### src/rtl/mult_accum_pkg.sv
// Shared constants and the saturating/wrapping adder used by every accumulator lane.
package mult_accum_pkg;

    localparam int DEF_A_W   = 8;
    localparam int DEF_B_W   = 8;
    localparam int DEF_ACC_W = 32;
    localparam int DEF_NCH   = 4;

    // Operates on the low w bits (w <= 63); returns {overflow, sum}.
    function automatic logic [64:0] sat_add(
        input logic [63:0] a,
        input logic [63:0] b,
        input int          w,
        input bit          sgn,
        input bit          sat
    );
        logic [63:0] mask, sum, hi, lo;
        logic [64:0] full;
        logic        c, sa, sb, sr, ov;
        mask = (64'd1 << w) - 64'd1;
        full = {1'b0, a & mask} + {1'b0, b & mask};
        sum  = full[63:0] & mask;
        c    = full[w];
        sa   = a[w-1];
        sb   = b[w-1];
        sr   = sum[w-1];
        ov   = sgn ? ((sa == sb) && (sr != sa)) : c;
        hi   = sgn ? (mask >> 1) : mask;
        lo   = 64'd1 << (w - 1);
        if (ov && sat)
            sum = (sgn && sa) ? lo : hi;
        return {ov, sum};
    endfunction

endpackage

### src/rtl/mult_accum_if.sv
// Operand, readback and result bundle of the multi-channel MAC.
interface mult_accum_if #(
    parameter int A_W   = 8,
    parameter int B_W   = 8,
    parameter int ACC_W = 32,
    parameter int NCH   = 4
);
    localparam int CH_W = $clog2(NCH);

    logic             clr;
    logic             en;
    logic [CH_W-1:0]  ch;
    logic [A_W-1:0]   A;
    logic [B_W-1:0]   B;
    logic [CH_W-1:0]  rd_ch;
    logic [ACC_W-1:0] rd_accum;
    logic             out_vld;
    logic [CH_W-1:0]  out_ch;
    logic [ACC_W-1:0] out_accum;
    logic [NCH-1:0]   ovf;

    modport master (
        output clr, en, ch, A, B, rd_ch,
        input  rd_accum, out_vld, out_ch, out_accum, ovf
    );

    modport slave (
        input  clr, en, ch, A, B, rd_ch,
        output rd_accum, out_vld, out_ch, out_accum, ovf
    );

endinterface

### src/rtl/mult_accum_mc_lane.sv
// One accumulator channel with sticky overflow flag; nxt is the value it would write.
module mac_acc_lane
    import mult_accum_pkg::*;
#(
    parameter int ACC_W  = 32,
    parameter bit SIGNED = 1'b0,
    parameter bit SAT    = 1'b0
) (
    input  logic             clk,
    input  logic             rst,
    input  logic             clr,
    input  logic             we,
    input  logic [ACC_W-1:0] addend,
    output logic [ACC_W-1:0] acc,
    output logic [ACC_W-1:0] nxt,
    output logic             ovf
);

    logic [64:0] r;
    logic        ov;
    logic        unused_hi;

    always_comb begin
        r   = sat_add(64'(acc), 64'(addend), ACC_W, SIGNED, SAT);
        nxt = r[ACC_W-1:0];
        ov  = r[64];
    end

    assign unused_hi = ^r[63:ACC_W];

    always_ff @(posedge clk or posedge rst) begin
        if (rst) begin
            acc <= '0;
            ovf <= 1'b0;
        end else if (clr) begin
            acc <= '0;
            ovf <= 1'b0;
        end else if (we) begin
            acc <= nxt;
            if (ov)
                ovf <= 1'b1;
        end
    end

endmodule

### src/rtl/mult_accum_mc.sv
// Two-stage multi-channel multiply-accumulate: registered product, then per-channel add.
module mult_accum_mc
    import mult_accum_pkg::*;
#(
    parameter int A_W    = DEF_A_W,
    parameter int B_W    = DEF_B_W,
    parameter int ACC_W  = DEF_ACC_W,
    parameter int NCH    = DEF_NCH,
    parameter bit SIGNED = 1'b0,
    parameter bit SAT    = 1'b0
) (
    input logic       clk,
    input logic       rst,
    mult_accum_if.slave bus
);

    localparam int CH_W = $clog2(NCH);
    localparam int PW   = A_W + B_W;

    logic [PW-1:0]    prod, prod_reg;
    logic [CH_W-1:0]  ch_s1;
    logic             vld_s1;
    logic [ACC_W-1:0] addend;
    logic [ACC_W-1:0] acc [NCH];
    logic [ACC_W-1:0] nxt [NCH];
    logic [NCH-1:0]   ovf_w;

    generate
        if (SIGNED) begin : g_sgn
            logic signed [PW-1:0] sa, sb;
            assign sa     = PW'($signed(bus.A));
            assign sb     = PW'($signed(bus.B));
            assign prod   = sa * sb;
            assign addend = ACC_W'($signed(prod_reg));
        end else begin : g_uns
            assign prod   = PW'(bus.A) * PW'(bus.B);
            assign addend = ACC_W'(prod_reg);
        end
    endgenerate

    always_ff @(posedge clk or posedge rst) begin
        if (rst) begin
            prod_reg <= '0;
            ch_s1    <= '0;
            vld_s1   <= 1'b0;
        end else begin
            vld_s1 <= bus.en;
            if (bus.en) begin
                prod_reg <= prod;
                ch_s1    <= bus.ch;
            end
        end
    end

    for (genvar g = 0; g < NCH; g++) begin : g_lane
        mac_acc_lane #(
            .ACC_W (ACC_W),
            .SIGNED(SIGNED),
            .SAT   (SAT)
        ) u_lane (
            .clk   (clk),
            .rst   (rst),
            .clr   (bus.clr),
            .we    (vld_s1 && (ch_s1 == CH_W'(g))),
            .addend(addend),
            .acc   (acc[g]),
            .nxt   (nxt[g]),
            .ovf   (ovf_w[g])
        );
    end

    // A clear discards the stage-2 update landing on the same edge.
    always_ff @(posedge clk or posedge rst) begin
        if (rst) begin
            bus.out_vld   <= 1'b0;
            bus.out_ch    <= '0;
            bus.out_accum <= '0;
        end else begin
            bus.out_vld <= vld_s1 && !bus.clr;
            if (vld_s1 && !bus.clr) begin
                bus.out_ch    <= ch_s1;
                bus.out_accum <= nxt[ch_s1];
            end
        end
    end

    assign bus.rd_accum = acc[bus.rd_ch];
    assign bus.ovf      = ovf_w;

endmodule
### src/flat_wrapper.sv
// flat-port wrapper written by rule: the top's interface ports become plain ports
module mult_accum_mc_flat import mult_accum_pkg::*;
#(
    parameter int A_W    = DEF_A_W,
    parameter int B_W    = DEF_B_W,
    parameter int ACC_W  = DEF_ACC_W,
    parameter int NCH    = DEF_NCH,
    parameter bit SIGNED = 1'b0,
    parameter bit SAT    = 1'b0
)
  (clk, rst, bus_clr, bus_en, bus_ch, bus_A, bus_B, bus_rd_ch, bus_rd_accum, bus_out_vld, bus_out_ch, bus_out_accum, bus_ovf);
  mult_accum_if #(.A_W(A_W), .B_W(B_W), .ACC_W(ACC_W), .NCH(NCH)) bus_i ();
  input logic clk;
  input logic rst;
  input wire logic [$bits(bus_i.clr)-1:0] bus_clr;
  input wire logic [$bits(bus_i.en)-1:0] bus_en;
  input wire logic [$bits(bus_i.ch)-1:0] bus_ch;
  input wire logic [$bits(bus_i.A)-1:0] bus_A;
  input wire logic [$bits(bus_i.B)-1:0] bus_B;
  input wire logic [$bits(bus_i.rd_ch)-1:0] bus_rd_ch;
  output wire logic [$bits(bus_i.rd_accum)-1:0] bus_rd_accum;
  output wire logic [$bits(bus_i.out_vld)-1:0] bus_out_vld;
  output wire logic [$bits(bus_i.out_ch)-1:0] bus_out_ch;
  output wire logic [$bits(bus_i.out_accum)-1:0] bus_out_accum;
  output wire logic [$bits(bus_i.ovf)-1:0] bus_ovf;
  assign bus_i.clr = bus_clr;
  assign bus_i.en = bus_en;
  assign bus_i.ch = bus_ch;
  assign bus_i.A = bus_A;
  assign bus_i.B = bus_B;
  assign bus_i.rd_ch = bus_rd_ch;
  assign bus_rd_accum = bus_i.rd_accum;
  assign bus_out_vld = bus_i.out_vld;
  assign bus_out_ch = bus_i.out_ch;
  assign bus_out_accum = bus_i.out_accum;
  assign bus_ovf = bus_i.ovf;
  mult_accum_mc #(.A_W(A_W), .B_W(B_W), .ACC_W(ACC_W), .NCH(NCH), .SIGNED(SIGNED), .SAT(SAT)) u_core (.clk(clk), .rst(rst), .bus(bus_i));
endmodule
### config.mk
export PLATFORM = sky130hd
export DESIGN_NAME = mult_accum_mc_flat
export DESIGN_NICKNAME = d
export VERILOG_FILES = /design/src/rtl/mult_accum_pkg.sv /design/src/rtl/mult_accum_if.sv /design/src/rtl/mult_accum_mc_lane.sv /design/src/rtl/mult_accum_mc.sv /design/src/flat_wrapper.sv
export SDC_FILE = /design/constraint.sdc
export NUM_CORES = 1
export LEC_CHECK = 0
export BUFFER_PORTS_ARGS = -buffer_cell sky130_fd_sc_hd__buf_2
export CORE_ASPECT_RATIO = 0.7
export CORE_MARGIN = 2
export CORE_UTILIZATION = 25
export CTS_CLUSTER_DIAMETER = 30
export CTS_CLUSTER_SIZE = 10
export DETAILED_ROUTE_END_ITERATION = 16
export PLACE_DENSITY = 0.39
export SLEW_MARGIN = 25
export SYNTH_ARGS = -nofsm -noshare
export SYNTH_HDL_FRONTEND = slang
export SYNTH_HIERARCHICAL = 1
export SYNTH_SLANG_ARGS = --single-unit
### constraint.sdc
create_clock -name clk -period 4.2 [get_ports clk]
set_input_delay 0.63 -clock clk [delete_from_list [all_inputs] [get_ports clk]]
set_output_delay 0.63 -clock clk [all_outputs]
set_load 0.005 [all_outputs]
==> results of run 1 <==
worst paths after layout:
check                      slack [ns]                         endpoint                startpoint  cells after the start
setup / recovery                 0.24         u_core/bus.out_accum[30]        u_core/prod_reg[0]                     11
hold / removal                   0.31   u_core/g_lane[0].u_lane/acc[0]                       rst                      3
setup reg to reg                 0.24         u_core/bus.out_accum[30]        u_core/prod_reg[0]                     11
hold reg to reg                  0.50         u_core/bus.out_accum[30]  u_core/bus.out_accum[30]                      1
max in group asynchronous        2.98  u_core/g_lane[1].u_lane/acc[24]                       rst                      3
min in group clk                 0.37                  u_core/ch_s1[1]                 bus_ch[1]                      2
final cells by class:
class                           count  area (sq um)
Timing Repair Buffer              156           938
Inverter                           78           294
Multi-Input combinational cell   1594         13000
Tap cell                          966          1210
Clock inverter                     11           155
Fill cell                        7658         50900
Clock buffer                       21           480
Sequential cell                   186          4660
per-layer routing:
layer  global-route usage [%]  part of all wire, %  vias up
met2                     23.2                   38      407
met4                     3.63                  1.2        2
li1                         -                    -     7163
met3                     3.18                  5.7       41
met5                        0                0.025        -
met1                     28.3                   55     7511
cells by family (layout without fill, tap and decap cells):
family	after synthesis	count (layout)	share of synthesized area (%)
AO/OA/AOI/OAI	521	521	20.0
XOR/XNOR	127	127	6.23
adder cells (fa/ha/maj)	204	204	15.8
buffers and inverters	175	266	4.06
flip-flops	186	186	25.7
multiplexers	175	175	14.9
other	1	64	0.0207
AND/OR/NAND/NOR	503	503	13.3
synthesized netlist by cell type, drive strengths merged, types with 4 or more instances:
cell type    n
nor4         6
a2111oi      5
inv         78
ha         164
nor2b       16
nand2b      18
a22o        46
mux2        47
a211o        5
a31oi       16
and2        51
and3         5
o41ai        8
o211ai      23
xor2        53
nand4       36
a21oi      166
nor2       154
dfrtp      186
nand3       18
mux2i       64
a221oi       4
a21boi      12
fa          40
o311ai       4
nor3        23
a21o        62
nand2      143
o21ai       94
a211oi      15
nand4b       4
o21a        10
o21bai      16
buf         40
nand3b       6
nor3b        5
or4          4
o31ai        5
o22ai        4
mux4        64
clkbuf      57
xnor2       74
or3          5
worst max-delay path, cell delays in order (launching register included):
cell      delay, ns
dfrtp_1        0.49
ha_1           0.26
fa_1           0.45
a21o_1         0.23
a221oi_4       0.35
o21ai_2        0.16
o21ba_2        0.28
a211oi_2       0.35
o21ai_0        0.17
xor2_1         0.29
mux4_2         0.53
mux2_2         0.27
power breakdown:
part           switching (mW)  internal [mW]  total [mW]
Clock                   0.824           1.01        1.83
Sequential              0.440           2.09        2.53
Combinational            2.75           2.04        4.78
Total                    4.01           5.14        9.14
stage by stage:
| stage | power (mW) | instances | util, % | worst slack, ns |
|---|---|---|---|---|
| 5_1_grt | 9.77 | 3012 | 28.9 | 0.0243 |
| 6_report | 9.14 | 3012 | 28.9 | 0.245 |
| 2_1_floorplan | 5.53 | 1955 | - | 0.116 |
| 4_1_cts | 9.15 | 3012 | 28.9 | 0.307 |
| 3_3_place_gp | 7.24 | 2980 | 28.0 | -0.195 |
| 3_5_place_dp | 7.25 | 2980 | 28.0 | -0.242 |
==> run summary, run 1 <==
run status - complete, no violations
top cells by area, synth - dfrtp_1, ha_1, mux4_2
share of the synthesized area in the top cell type - 25.7%
Post-Syn Area - 0.0181 sq mm
Unique masters post-synth - 87
number of enable flip-flop cells after synthesis - 0
Net count, final - 2,261
die width - 325 microns
required time reported for the critical path endpoint - 4.58 ns
number of warnings reported in the yosys synthesis log - 6
iteration count of the initial detailed-routing pass - 5
register bit count reported by yosys - 186
count of vias placed by the detailed router - 15,124
iteration-0 DRC count of the detailed router - 1,266
ratio of total power to cell area - 442 mW/mm^2
number of buffers on the longest clock path - 2
final global-route overflow total - 0
clock sink total - 186
worst min path class - in2async
finished layout cell area - 0.0207 sq mm
number of antenna cells inserted - 0
total of max-cap violations - 0
Critical Path AT - 4.33 ns
Port-buffer cells - 94
Leak - 9.64 nW
Worst Setup Start Kind - register
signed area change from the synthesized netlist to the final layout - 14.4%
via density per instance - 5.02
Final min period - 3.96 ns
Cell Area, Placed - 0.0200 sq mm
Max Clock Skew - 0.0131 ns
most frequent cells in the layout - dfrtp_1, ha_1, a21oi_1
Tcrit/Tclk final - 94.2%
DRC viols - 0
kind of capture point of the worst setup path - register
global-route wire length before repair - 97.2 mm
Core ar. - 0.0716 sq mm
aggregate global-route resource usage - 17.4%
Max FO, Critical Path - 3
top_reg_cell synth - dfrtp_1
crit path kind - reg2reg
worst rel slew slack - 31.2%
number of endpoints failing setup at the final stage - 0
most common cell after layout, fill and taps aside - dfrtp_1
Clock Latency Late Sink - 0.49 ns
wire length after detailed routing - 64.5 mm
antenna violations before repair - 1
number of setup buffers added after CTS - 0
number of flip-flops under the largest register name - 128
number of hold buffers added after cts - 0
Gates resized, CTS repair - 0
largest net degree at the start of global routing - 64
DR WL/cell - 21.4 microns
placement row count - 82
Die Outline Area - 0.0745 sq mm
post-synthesis sequential area ratio - 25.7%
highest achievable clock rate - 253 MHz
worst vdd ir - 0.228 mV
I/O pins - 95
worst slack on hold paths - 0.313 ns
fraction of registers with async set/reset - 100%
Antenna Violating Nets Remaining - 0
dominant cell type by area after synthesis - dfrtp_1
ratio of cells with drive above 1 in the final layout - 17.8%
weighted congestion reported at the end of routability-driven placement - 0.901
synthesized area per cell - 9.56 sq um
RSZ-0062 raised after global routing - no
CTS root buf - clkbuf_16
hold violation count in the final report - 0
gate count after technology mapping - 1,892
Worst-path clk slew - 0.08 ns
starting density of the core - 25.3%
Max Slew Vio Count - 0
height of the chip - 229 microns
Fin Setup TNS - 0 ns
Max H-tree Level - 4
transition time at the pin with the least slew margin - 1.03 ns
clock tree from TritonCTS - yes
number of global-route vias before repair - 14,777
placed wire-length estimate - 53.4 mm
number of buffers inserted during clock tree synthesis - 17
Note: power is estimated with default switching activity, not from simulation.
==> inputs of run 2 (changes only) <==
Settings changed: GPL_TIMING_DRIVEN set to 0.
==> run 2 against run 1 <==
Effect of this change: flip-flop and latch count did not move; via count is 1.7% higher; non-clock buffer count increased by 37; sequential share of layout area about the same; first-iteration DRC count is 19% lower; clock power is essentially flat; worst setup slack got worse by 0.082 ns; critical path depth is the same; register-to-register slack got worse by 0.08 ns; utilization about the same; routed wire length rose by 4.8%; critical endpoint is now u_core/bus.out_accum[24].
==> run summary, run 2 (synthesis results as in run 1) <==
power share of the sequential group - 28.5%
Max H-tree Level - 4
number of endpoints failing setup at the final stage - 0
most common cell after layout, fill and taps aside - dfrtp_1
number of flip-flops under the largest register name - 128
antenna violations before repair - 2
I/O pins - 95
clock tree from TritonCTS - yes
switching share of power - 44.9%
Net count, final - 2,298
Reg area - 0.00465 sq mm
ratio of total power to cell area - 436 mW/mm^2
RSZ-0062 raised after global routing - no
aggregate global-route resource usage - 18.1%
placed wire-length estimate - 57.2 mm
required time reported for the critical path endpoint - 4.58 ns
iteration count of the initial detailed-routing pass - 7
CTS root buf - clkbuf_16
signed area change from the synthesized netlist to the final layout - 14.4%
die width - 325 microns
hold violation count in the final report - 0
Leak - 9.55 nW
area taken by multi-input logic gates - 0.0129 sq mm
ratio of cells with drive above 1 in the final layout - 15.9%
worst slack on hold paths - 0.146 ns
net switching power - 4.05 mW
number of buffers on the longest clock path - 2
Internal Dissipation - 4.97 mW
Tcrit/Tclk final - 96.1%
Core ar. - 0.0716 sq mm
Max Clock Skew - 0.00791 ns
number of global-route vias before repair - 14,868
Worst Setup Start Kind - register
Clk pwr share - 19.9%
number of standard cells in the final layout excluding fillers - 3,050
crit path kind - reg2reg
run status - complete, no violations
count of vias placed by the detailed router - 15,376
# placed instances - 3,017
slack of the worst reg-to-reg path - 0.16 ns
Port-buffer cells - 93
worst rel slew slack - 28.3%
transition time at the pin with the least slew margin - 1.08 ns
placement row count - 82
Cell Area, Placed - 0.0201 sq mm
critical register-to-register path startpoint - u_core/prod_reg[0]
Worst-path clk slew - 0.08 ns
total of max-cap violations - 0
worst vdd ir - 0.252 mV
Antenna Violating Nets Remaining - 0
Final min period - 4.04 ns
final global-route overflow total - 0
height of the chip - 229 microns
DRC viols - 0
number of hold buffers added after cts - 0
R2R cell count - 11
number of buffers inserted during clock tree synthesis - 17
combinational fraction of design power - 51.6%
worst flop-to-flop path endpoint - u_core/bus.out_accum[24]
starting density of the core - 25.3%
worst min path class - in2async
kind of capture point of the worst setup path - register
iteration-0 DRC count of the detailed router - 1,027
highest achievable clock rate - 248 MHz
Setup WS post-layout - 0.163 ns
Die Outline Area - 0.0745 sq mm
Total Power - 9.02 mW
worst-case setup slack after placement - -0.329 ns
Max FO, Critical Path - 5
Critical Path AT - 4.41 ns
count of fill cells added during filler insertion - 7,615
via density per instance - 5.04
Clock Latency Late Sink - 0.49 ns
clock sink total - 186
DR WL/cell - 22.2 microns
weighted congestion reported at the end of routability-driven placement - 0.893
finished layout cell area - 0.0207 sq mm
Max Slew Vio Count - 0
worst setup path startpoint - u_core/prod_reg[0]
largest net degree at the start of global routing - 35
worst setup path end - u_core/bus.out_accum[24]
global-route wire length before repair - 99.6 mm
wire length after detailed routing - 67.6 mm
most frequent cells in the layout - dfrtp_1, ha_1, a21oi_1
==> run 2: power by group through the flow <==
stage	registers [mW]	clock network [mW]	logic [mW]
after floorplan	2.33	0	3.20
after global placement	2.57	0	4.55
after detailed placement	2.58	0	4.56
after CTS	2.55	1.86	4.59
after global routing	2.60	1.91	5.11
final	2.57	1.80	4.65
==> run 2: critical path: stages (launching register included) <==
cell	delay, ns
dfrtp_1	0.53
ha_1	0.29
fa_1	0.41
a21o_1	0.22
a221oi_4	0.34
o21ai_2	0.15
o41ai_2	0.49
nand3b_1	0.18
a21oi_2	0.25
xnor2_1	0.23
mux4_2	0.54
mux2_2	0.28
==> run 2: layout make-up <==
cell class                      instances  area share [%]
Antenna cell                            1          0.0121
Multi-Input combinational cell       1594            62.5
Clock buffer                           23            2.36
Sequential cell                       186            22.5
Clock inverter                          9           0.653
Buffer                                 97            2.14
Tap cell                              966            5.84
Timing Repair Buffer                   96            2.54
Inverter                               78            1.43
==> run 2: stage by stage <==
step | setup TNS, ns | utilization [%]
global route | 0 | 28.9
finish | 0 | 28.9
floorplan | 0 | -
CTS | 0 | 28.9
detailed placement | -1.78 | 28.0
global placement | -1.68 | 27.9
==> run 2: what timing repair did <==
item / in CTS / in global routing
setup endpoints to repair: 0 / 3
gates resized for setup: 0 / 1
buffers inserted: 0 / 0
==> run 2: worst min path at each step <==
stage,to,cells past startpoint,startpoint
CTS,u_core/g_lane[3].u_lane/acc[3],2,rst
global route,u_core/g_lane[3].u_lane/acc[3],2,rst
floorplan,u_core/g_lane[1].u_lane/acc[25],2,u_core/g_lane[1].u_lane/acc[25]
detailed placement,u_core/bus.out_accum[22],1,u_core/bus.out_accum[22]
finish,u_core/g_lane[3].u_lane/acc[3],2,rst
global placement,u_core/bus.out_ch[1],1,u_core/bus.out_ch[1]
==> run 2: per-layer routing <==
metal / wire length (microns) / track usage, % / up-vias
li1: - / - / 7270
met1: 36800 / 29.1 / 7707
met2: 26800 / 25.0 / 374
met3: 3550 / 3.10 / 25
met4: 491 / 2.98 / 0
met5: 0 / 0 / -
==> inputs of run 3 (changes only) <==
Settings changed: REMOVE_ABC_BUFFERS set to 1.
==> run 3 against run 2 <==
Effect of this change: cell count shrank 2.5%; largest power group unchanged; via count decreased by 2.7%; clock skew up 0.0081 ns; the flow now finishes with violations (antenna violations); routed wire length is 5.1% lower; clock-buffer cell count decreased by 6.
==> run summary, run 3 (synthesis results as in run 1) <==
number of setup buffers added after CTS - 0
hold violation count in the final report - 0
Max H-tree Level - 4
highest achievable clock rate - 252 MHz
ratio of cells with drive above 1 in the final layout - 16.5%
CTS root buf - clkbuf_16
Die Outline Area - 0.0745 sq mm
I/O pins - 95
count of fill cells added during filler insertion - 7,617
crit path kind - in2reg
combinational fraction of design power - 51.6%
Clock Latency Late Sink - 0.51 ns
worst slack on hold paths - 0.134 ns
required time reported for the critical path endpoint - 4.61 ns
switching share of power - 45.7%
Max FO, Critical Path - 8
number of hold buffers added after cts - 0
clock tree from TritonCTS - yes
Setup WS post-layout - 0.226 ns
Cell Area, Placed - 0.0199 sq mm
final global-route overflow total - 0
wire length after detailed routing - 64.2 mm
# placed instances - 2,934
Tcrit/Tclk final - 94.6%
run status - finished with violations
number of buffers on the longest clock path - 2
number of buffers inserted during clock tree synthesis - 17
aggregate global-route resource usage - 17.4%
starting density of the core - 25.3%
iteration-0 DRC count of the detailed router - 1,049
DRC viols - 0
number of endpoints failing setup at the final stage - 0
Total Power - 8.78 mW
largest net degree at the start of global routing - 59
clock sink total - 186
top routing layer in use - met4
Worst Setup Start Kind - input pin
Leak - 9.44 nW
number of global-route vias before repair - 14,768
die width - 325 microns
worst rel slew slack - 34.4%
Max Clock Skew - 0.0160 ns
count of vias placed by the detailed router - 14,954
transition time at the pin with the least slew margin - 0.980 ns
Net count, final - 2,215
weighted congestion reported at the end of routability-driven placement - 0.892
failing checks - antenna violations
Clk pwr share - 19.4%
power share of the sequential group - 29.1%
fin util - 28.6%
met3 wire len - 4.41 mm
most common cell after layout, fill and taps aside - dfrtp_1
Fin Setup TNS - 0 ns
worst min path class - in2async
kind of capture point of the worst setup path - register
via density per instance - 5.03
finished layout cell area - 0.0205 sq mm
most frequent cells in the layout - dfrtp_1, ha_1, a21oi_1
Max Slew Vio Count - 0
ratio of total power to cell area - 428 mW/mm^2
routed length on met2 - 25.7 mm
RSZ-0062 raised after global routing - no
worst-case setup slack after placement - -0.336 ns
signed area change from the synthesized netlist to the final layout - 13.4%
placed wire-length estimate - 53.1 mm
Gates resized, CTS repair - 0
Critical Path AT - 4.38 ns
antenna violations before repair - 3
Reg area - 0.00466 sq mm
number of flip-flops under the largest register name - 128
Antenna Violating Nets Remaining - 1
DR WL/cell - 21.6 microns
Internal Dissipation - 4.76 mW
Core ar. - 0.0716 sq mm
number of standard cells in the final layout excluding fillers - 2,973
Worst-path clk slew - 0.08 ns
post-route met1 wirelength - 33.5 mm
Final min period - 3.97 ns
placement row count - 82
net switching power - 4.01 mW
area taken by multi-input logic gates - 0.0130 sq mm
total of max-cap violations - 0
iteration count of the initial detailed-routing pass - 8
global-route wire length before repair - 96.8 mm
Port-buffer cells - 94
worst vdd ir - 0.283 mV
height of the chip - 229 microns
==> run 3: cell types whose count changed in the layout (fill, tap and decap cells not counted), moves of 4 or more <==
| cell | delta |
|---|---|
| nor2b_1 | -5 |
| diode_2 | +6 |
| buf_16 | +5 |
| clkbuf_1 | -59 |
| buf_2 | -25 |
| nor2b_2 | +4 |
| clkbuf_8 | -4 |
| buf_1 | -11 |
==> run 3: worst paths after layout <==
| kind | from | endpoint | slack [ns] | depth (start not counted) |
|---|---|---|---|---|
| min reg2reg | u_core/bus.out_accum[25] | u_core/bus.out_accum[25] | 0.50 | 1 |
| max | bus_A[5] | u_core/prod_reg[14] | 0.23 | 15 |
| min | rst | u_core/g_lane[0].u_lane/acc[0] | 0.13 | 2 |
| max in group asynchronous | rst | u_core/g_lane[2].u_lane/acc[28] | 3.39 | 2 |
| min in group clk | bus_ch[1] | u_core/ch_s1[1] | 0.35 | 2 |
| max reg2reg | u_core/prod_reg[0] | u_core/bus.out_accum[24] | 0.23 | 11 |
==> run 3: metal layers <==
layer | GRT usage (%) | vias up
met5 | 0 | -
met4 | 3.43 | 0
met3 | 4.27 | 32
met2 | 24.3 | 327
met1 | 26.8 | 7484
li1 | - | 7111
==> run 3: cell type report <==
cell class	instances	area share, %
Sequential cell	186	22.7
Timing Repair Buffer	110	3.81
Tap cell	966	5.89
Multi-Input combinational cell	1594	63.2
Clock buffer	17	2.07
Antenna cell	7	0.0854
Inverter	78	1.44
Clock inverter	15	0.756
==> run 3: critical path, stage by stage <==
cell	delay, ns
buf_2	0.17
nand2_1	0.10
fa_1	0.51
fa_1	0.55
inv_1	0.05
fa_1	0.48
inv_1	0.05
fa_1	0.48
inv_1	0.04
ha_1	0.34
o211ai_1	0.14
o211ai_2	0.29
a31oi_1	0.15
xnor2_1	0.15
mux2_2	0.26
==> run 3: power groups by stage <==
stage                     sequential (mW)  combinational (mW)  clock [mW]
final                                2.55                4.53        1.70
after global routing                 2.59                5.00        1.84
after CTS                            2.54                4.49        1.79
after detailed placement             2.58                4.46           0
after global placement               2.59                4.40           0
after floorplan                      2.35                3.12           0
